<file path="src/rtl/regfile_scoreboard.sv">
// Parametrised register file with write-through bypass and a pending-write
// scoreboard that decode uses to detect RAW hazards.
module regfile_scoreboard #(
    parameter int DATA_W   = 16,
    parameter int ADDR_W   = 5,
    parameter int ZERO_REG = 0
) (
    input  logic              clk,
    input  logic              reset,
    input  logic              write_en,
    input  logic [ADDR_W-1:0] wR_addr,
    input  logic [DATA_W-1:0] write_data,
    input  logic              rR1_en,
    input  logic [ADDR_W-1:0] rR1_addr,
    input  logic              rR2_en,
    input  logic [ADDR_W-1:0] rR2_addr,
    input  logic              rsv_en,
    input  logic [ADDR_W-1:0] rsv_addr,
    output logic [DATA_W-1:0] R1_data,
    output logic [DATA_W-1:0] R2_data,
    output logic              busy1,
    output logic              busy2,
    output logic              hazard
);

    localparam int DEPTH = 2 ** ADDR_W;
    localparam bit ZR    = (ZERO_REG != 0);

    logic [DATA_W-1:0] regs [DEPTH];
    logic [DEPTH-1:0]  pend;

    logic wr_ok;
    logic rsv_ok;

    assign wr_ok  = write_en && !(ZR && wR_addr == '0);
    assign rsv_ok = rsv_en && !(ZR && rsv_addr == '0);

    // Reserve is applied last so it wins over a retiring write to the same reg.
    always_ff @(posedge clk or negedge reset) begin
        if (!reset) begin
            for (int i = 0; i < DEPTH; i++) begin
                regs[i] <= '0;
            end
            pend <= '0;
        end else begin
            if (wr_ok) begin
                regs[wR_addr] <= write_data;
                pend[wR_addr] <= 1'b0;
            end
            if (rsv_ok) begin
                pend[rsv_addr] <= 1'b1;
            end
        end
    end

    function automatic logic [DATA_W-1:0] rd_port(
        input logic              en,
        input logic [ADDR_W-1:0] addr
    );
        logic [DATA_W-1:0] d;
        d = '0;
        if (en) begin
            if (ZR && addr == '0) begin
                d = '0;
            end else if (write_en && wR_addr == addr) begin
                d = write_data;
            end else begin
                d = regs[addr];
            end
        end
        return d;
    endfunction

    // A write retiring this cycle already satisfies the consumer.
    function automatic logic busy_of(input logic [ADDR_W-1:0] addr);
        logic b;
        b = pend[addr] && !(write_en && wR_addr == addr);
        if (ZR && addr == '0) begin
            b = 1'b0;
        end
        return b;
    endfunction

    always_comb begin
        R1_data = rd_port(rR1_en, rR1_addr);
        R2_data = rd_port(rR2_en, rR2_addr);
        busy1   = busy_of(rR1_addr);
        busy2   = busy_of(rR2_addr);
        hazard  = (rR1_en && busy1) || (rR2_en && busy2);
    end

endmodule
</file>
<file path="config.mk">
export PLATFORM = sky130hd
export DESIGN_NAME = regfile_scoreboard
export DESIGN_NICKNAME = d
export VERILOG_FILES = /design/src/rtl/regfile_scoreboard.sv
export SDC_FILE = /design/constraint.sdc
export NUM_CORES = 1
export LEC_CHECK = 0
export CAP_MARGIN = 40
export CORE_MARGIN = 3
export CORE_UTILIZATION = 30
export DETAILED_ROUTE_END_ITERATION = 16
export SETUP_SLACK_MARGIN = 0.05
export SYNTH_ARGS = -nofsm -noshare
export SYNTH_HDL_FRONTEND = slang
export SYNTH_SLANG_ARGS = --single-unit
</file>
<file path="constraint.sdc">
create_clock -name clk -period 3.58 [get_ports clk]
set_input_delay 0.716 -clock clk [delete_from_list [all_inputs] [get_ports clk]]
set_output_delay 0.716 -clock clk [all_outputs]
set_load 0.005 [all_outputs]
</file>
# Yosys cells after proc, flatten, opt, wreduce, memory -nomap -nowiden
# Cells that the tools add are included.
[word_totals]
input_bits = 42
reg_bits = 544
elab_cells = 86
output_inout_bits = 35
[op_classes]
magnitude_cmp = 10
n_eq_ne = 2
mux = 23
n_bitwise = 6
reduce_logical = 12
[ops]
columns = ["op", "count"]
rows = [
  ["$bwmux 512", 1],
  ["$bmux 16 s5", 2],
  ["$mux 16", 9],
  ["$demux 16 s5", 1],
  ["$mux 32", 2],
  ["$and 32x32->32", 1],
  ["$not 32->32", 1],
  ["$or 32x32->32", 1],
  ["$lt 5x6->1 const B", 4],
  ["$ge 6x6->1 const B", 3],
  ["$not 5->6", 3],
  ["$bmux 1 s5", 2],
  ["$demux 1 s5", 2],
  ["$eq 5x5->1", 2],
  ["$ge 5x1->1 const B", 2],
  ["$logic_and 1x1->1", 9],
  ["$lt 6x1->1 const B", 1],
  ["$mux 1", 4],
  ["$logic_not 1->1", 2],
  ["$logic_or 1x1->1", 1],
]

# Depth between registers and ports, before layout
[depth]
word_depth = 9
mapped_depth = 9
mapped_depth_nobuf = 5

# Worst setup path after synthesis
# No wires, ideal clock.
[synth_path]
path_kind = "input to output"
from = "input port rR1_addr[0]"
to = "output port R1_data[4]"
n_path_buf = 3
stages = 7
arrival_time_ps = 2416
setup_slack_ps = 448
t_required_ps = 2864
path_cell_list = "buf_2 -> buf_2 -> buf_2 -> mux4_2 -> o22ai_1 -> nor2_1 -> a32o_1"
[synth_via]
elab_chain_cells = 6
word_cells_on_any_way = 8
classes_between = "1 x eq/ne; 5 x mux; 1 x bitwise; 1 x reduce/logical"
[synth_lines]
columns = ["item", "line_no", "source"]
rows = [
  ["start: declaration", "14", "input logic [ADDR_W-1:0] rR1_addr,"],
  ["$not 5->6 (not written as such)", "68", "d = regs[addr];"],
  ["$bmux 16 s5", "68", ""],
  ["$mux 16 (not written as such) (2 in series)", "68", ""],
  ["$mux 16 *", "65", "end else if (write_en && wR_addr == addr) begin"],
  ["$mux 16 *", "62", "if (en) begin"],
  ["end: declaration", "19", "output logic [DATA_W-1:0] R1_data,"],
]
# Every way passes the cells marked *; elsewhere a longest branch is shown, timed or not. The select of a mux whose other input is x is not followed.

# Worst setup path after layout
[layout_path]
from = "input port rR2_addr[0]"
to = "output port R2_data[4]"
[layout_via]
elab_chain_cells = 6
word_cells_on_any_way = 8
classes_between = "1 x eq/ne; 5 x mux; 1 x bitwise; 1 x reduce/logical"
[layout_lines]
columns = ["item", "line_no", "source"]
rows = [
  ["start: declaration", "16", "input logic [ADDR_W-1:0] rR2_addr,"],
  ["$not 5->6 (not written as such)", "68", ""],
  ["$bmux 16 s5", "68", ""],
  ["$mux 16 (not written as such) (2 in series)", "68", ""],
  ["$mux 16 *", "65", ""],
  ["$mux 16 *", "62", ""],
  ["end: declaration", "20", "output logic [DATA_W-1:0] R2_data,"],
]
# Marks and branches as above.

==> flow_summary.yaml <==
outcome:
  status: "completed"
route:
  ant_nets: 0
  drtIter0Drc: 2081
  drc_errors: 0
  routedWlPerCell_um: 29.8
  via_count: 21113
  drt-total-wl_mm: 108
  via_per_inst: 5.83
  first_pass_iters: 7
critical_path:
  critPathLaunchType: "input port"
  cp.depth: 11
  rr_worst_depth: 1
  cp_common_cell: "buf_4"
  critPathArrivalTime_ns: 2.84
  crit_buf_inv: 6
  slowest_delay_ns: 0.51
  worstSetupPathType: "input port to output pin"
  path_max_fanout: 8
  worst_r2r_startpoint: "regs[252]$_DFFE_PN0P_"
  r2r_slack_ns: 2.76
  end_kind: "output pin"
  r2r-end: "regs[252]$_DFFE_PN0P_"
  startpoint: "rR2_addr[0]"
  cpLargestDelayFamily: "buffers and inverters"
  critPathRequiredTime_ns: 2.86
  cp_slowest_cell: "clkdlybuf4s50_1"
  worstPathCellList: "buf_16 > buf_16 > buf_4 > and2_1 > buf_4 > buf_4 > a22oi_1 > nand3_1 > o211ai_1 > a32o_2 > clkdlybuf4s50_1"
  endpoint: "R2_data[4]"
floorplanning:
  fp.dieH_um: 321
  core_mm2: 0.0974
  start_util_pct: 30.5
  pin_count: 77
  die_x_um: 321
  fp.dieArea_mm2: 0.103
  row_count: 114
synthesis:
  yosysTopAreaCell: "dfrtp_1"
  synth-edff-count: 0
  ys_seq_area_share_pct: 45.8
  synth.avg_cell_area_um2: 14.6
  synthesis.nets: 2079
  netlist_instances: 2037
  async_flop_share_pct: 100
  synth.distinct_cells: 43
  synth_ff_type: "dfrtp_1"
  syn-cell-area_mm2: 0.0297
  synthTopCellsByCount: "dfrtp_1, mux2_2, mux4_2, mux2i_1, clkbuf_1"
  ys_ff_latch: 544
  synth_top_area_share_pct: 45.8
  yosysMostFrequentCell: "dfrtp_1"
  synth_area_leaders: "dfrtp_1, mux2_2, mux4_2, mux2i_1, a22oi_1"
  yosys_warnings: 0
grt:
  grt_util_all_layers_pct: 20.8
  grt_pass1_wl_mm: 157
  first_global_vias: 21888
  grt_max_degree: 87
  grt-ovfl-total: 0
  antenna_found_initial: 3
cts:
  cts.sink_count: 544
  numCtsBuffers: 58
  clk_latency_ns: 0.64
  clockRootBuffer: "clkbuf_16"
  cts_hold_buffers: 0
  h-tree-depth: 2
  cts_buffer_depth: 3
  cts.clk_slew.worst_paths_ns: 0.06
  cts_tree: "done"
cells_and_area:
  syn_to_final_growth_pct: 23.0
  multi_input_area_mm2: 0.0154
  utilization_pct: 37.5
  fillers: 9061
  drive_gt1_share_pct: 53.5
  fin_nets: 2343
  fin_cells: 3622
  register_area_mm2: 0.0136
timing:
  slew_headroom_pct: 43.0
  tightest_slew_ns: 0.854
  setup_tns_ns: 0
  fmax_ghz: 0.281
  drv_slew: 0
  finalWorstSetupSlack_ns: 0.0262
  setup_viol: 0
  rsz0062_at_grt: "yes"
  finClkSkew_ns: 0
  period_minus_slack_ns: 3.55
  finalHoldViolCount: 0
  fin_crit_sh_pct: 99.3
pwr:
  pwr_density_cell_mw_per_mm2: 510
  ir_worst_vdd_uv: 363
  p_leak_nw: 16.0
  finalPower_mw: 18.7
placed_design:
  dp_cells: 3482
  numPortBuffers: 76
  dp_hpwl_mm: 75.8
  gp_congestion: 0.913
  place_ws_ns: -0.554
job:
  max_cap_violations: 0
worst_hold_path:
  hp-class: "input port to async pin"
[stage by stage]
stage               instance area (um2)  hold WS (ns)
floorplan                         29700         0.420
global placement                  34000         0.501
detailed placement                34000         0.511
CTS                               36500         0.144
global route                      36600         0.169
finish                            36600         0.143
[registers in the layout, indices dropped and copies added (netlist names)]
signal  count
regs      512
pend       32
[logic make-up after synthesis]
| logic type | share of synthesized area (%) |
|---|---|
| DFF | 45.8 |
| xor gates and xnor gates | 0.295 |
| muxes | 42.5 |
| AOI/OAI and AO/OA | 5.34 |
| buffers and inverters | 3.24 |
| and+or+nand+nor | 2.87 |
[per-layer routing]
layer | global-route usage [%] | part of all wire [%] | up-vias
li1 | - | - | 8484
met1 | 28.4 | 42 | 11397
met2 | 32.5 | 46 | 992
met3 | 4.27 | 8.1 | 240
met4 | 8.18 | 4.5 | 0
met5 | 0 | 0 | -
[worst min-delay path by stage]
stage,start,endpoint,slack (ns),cells past startpoint
2_1_floorplan,reset,pend[0]$_DFF_PN0_,0.42,0
3_3_place_gp,regs[215]$_DFFE_PN0P_,regs[215]$_DFFE_PN0P_,0.50,1
3_5_place_dp,regs[208]$_DFFE_PN0P_,regs[208]$_DFFE_PN0P_,0.51,1
4_1_cts,reset,regs[12]$_DFFE_PN0P_,0.14,1
5_1_grt,reset,regs[374]$_DFFE_PN0P_,0.17,1
6_report,reset,regs[374]$_DFFE_PN0P_,0.14,1
[layout make-up]
type	instances	share of cell area, %
Clock buffer	87	4.62
Timing Repair Buffer	404	11.3
Antenna cell	2	0.0137
Clock inverter	16	0.383
Tap cell	1276	4.36
Multi-Input combinational cell	1292	42.1
Sequential cell	544	37.2
Inverter	1	0.0103
[cell usage in the layout (no fill, tap or decap), types with 13 or more instances in the layout]
cell type        netlist  final
o21ai_0               35     33
o211ai_1              17     17
nand3_1               14     14
nand2_1               39     39
a22oi_1               65     61
buf_4                 20    245
nor2_2                 4     16
buf_6                  6     19
nor2_1                34     22
clkbuf_1              97     17
buf_12                 0     52
clkdlybuf4s50_1        0     27
a32o_2                 0     21
a22o_1                16     16
dlygate4sd2_1          0     31
mux2_2               521    520
nand3b_1              13     13
mux4_2               222    225
clkbuf_16              0     61
dfrtp_1              544    544
o22ai_1               20     20
mux2i_1              152    136
[what timing repair did]
| item | in CTS | in global routing |
|---|---|---|
| pin swaps | 13 | 12 |
| cloned | 4 | 0 |
| setup endpoints to repair | 35 | 16 |
| buffers inserted | 27 | 5 |
| endpoints found under the hold margin | 0 | 0 |
| resized for setup | 141 | 37 |
[report_power, final]
part | total (mW) | internal [mW] | switching, mW
clock | 5.93 | 3.38 | 2.55
combinational | 4.40 | 2.60 | 1.80
sequential | 8.34 | 7.37 | 0.967
Power figures use the tool's default switching activity.
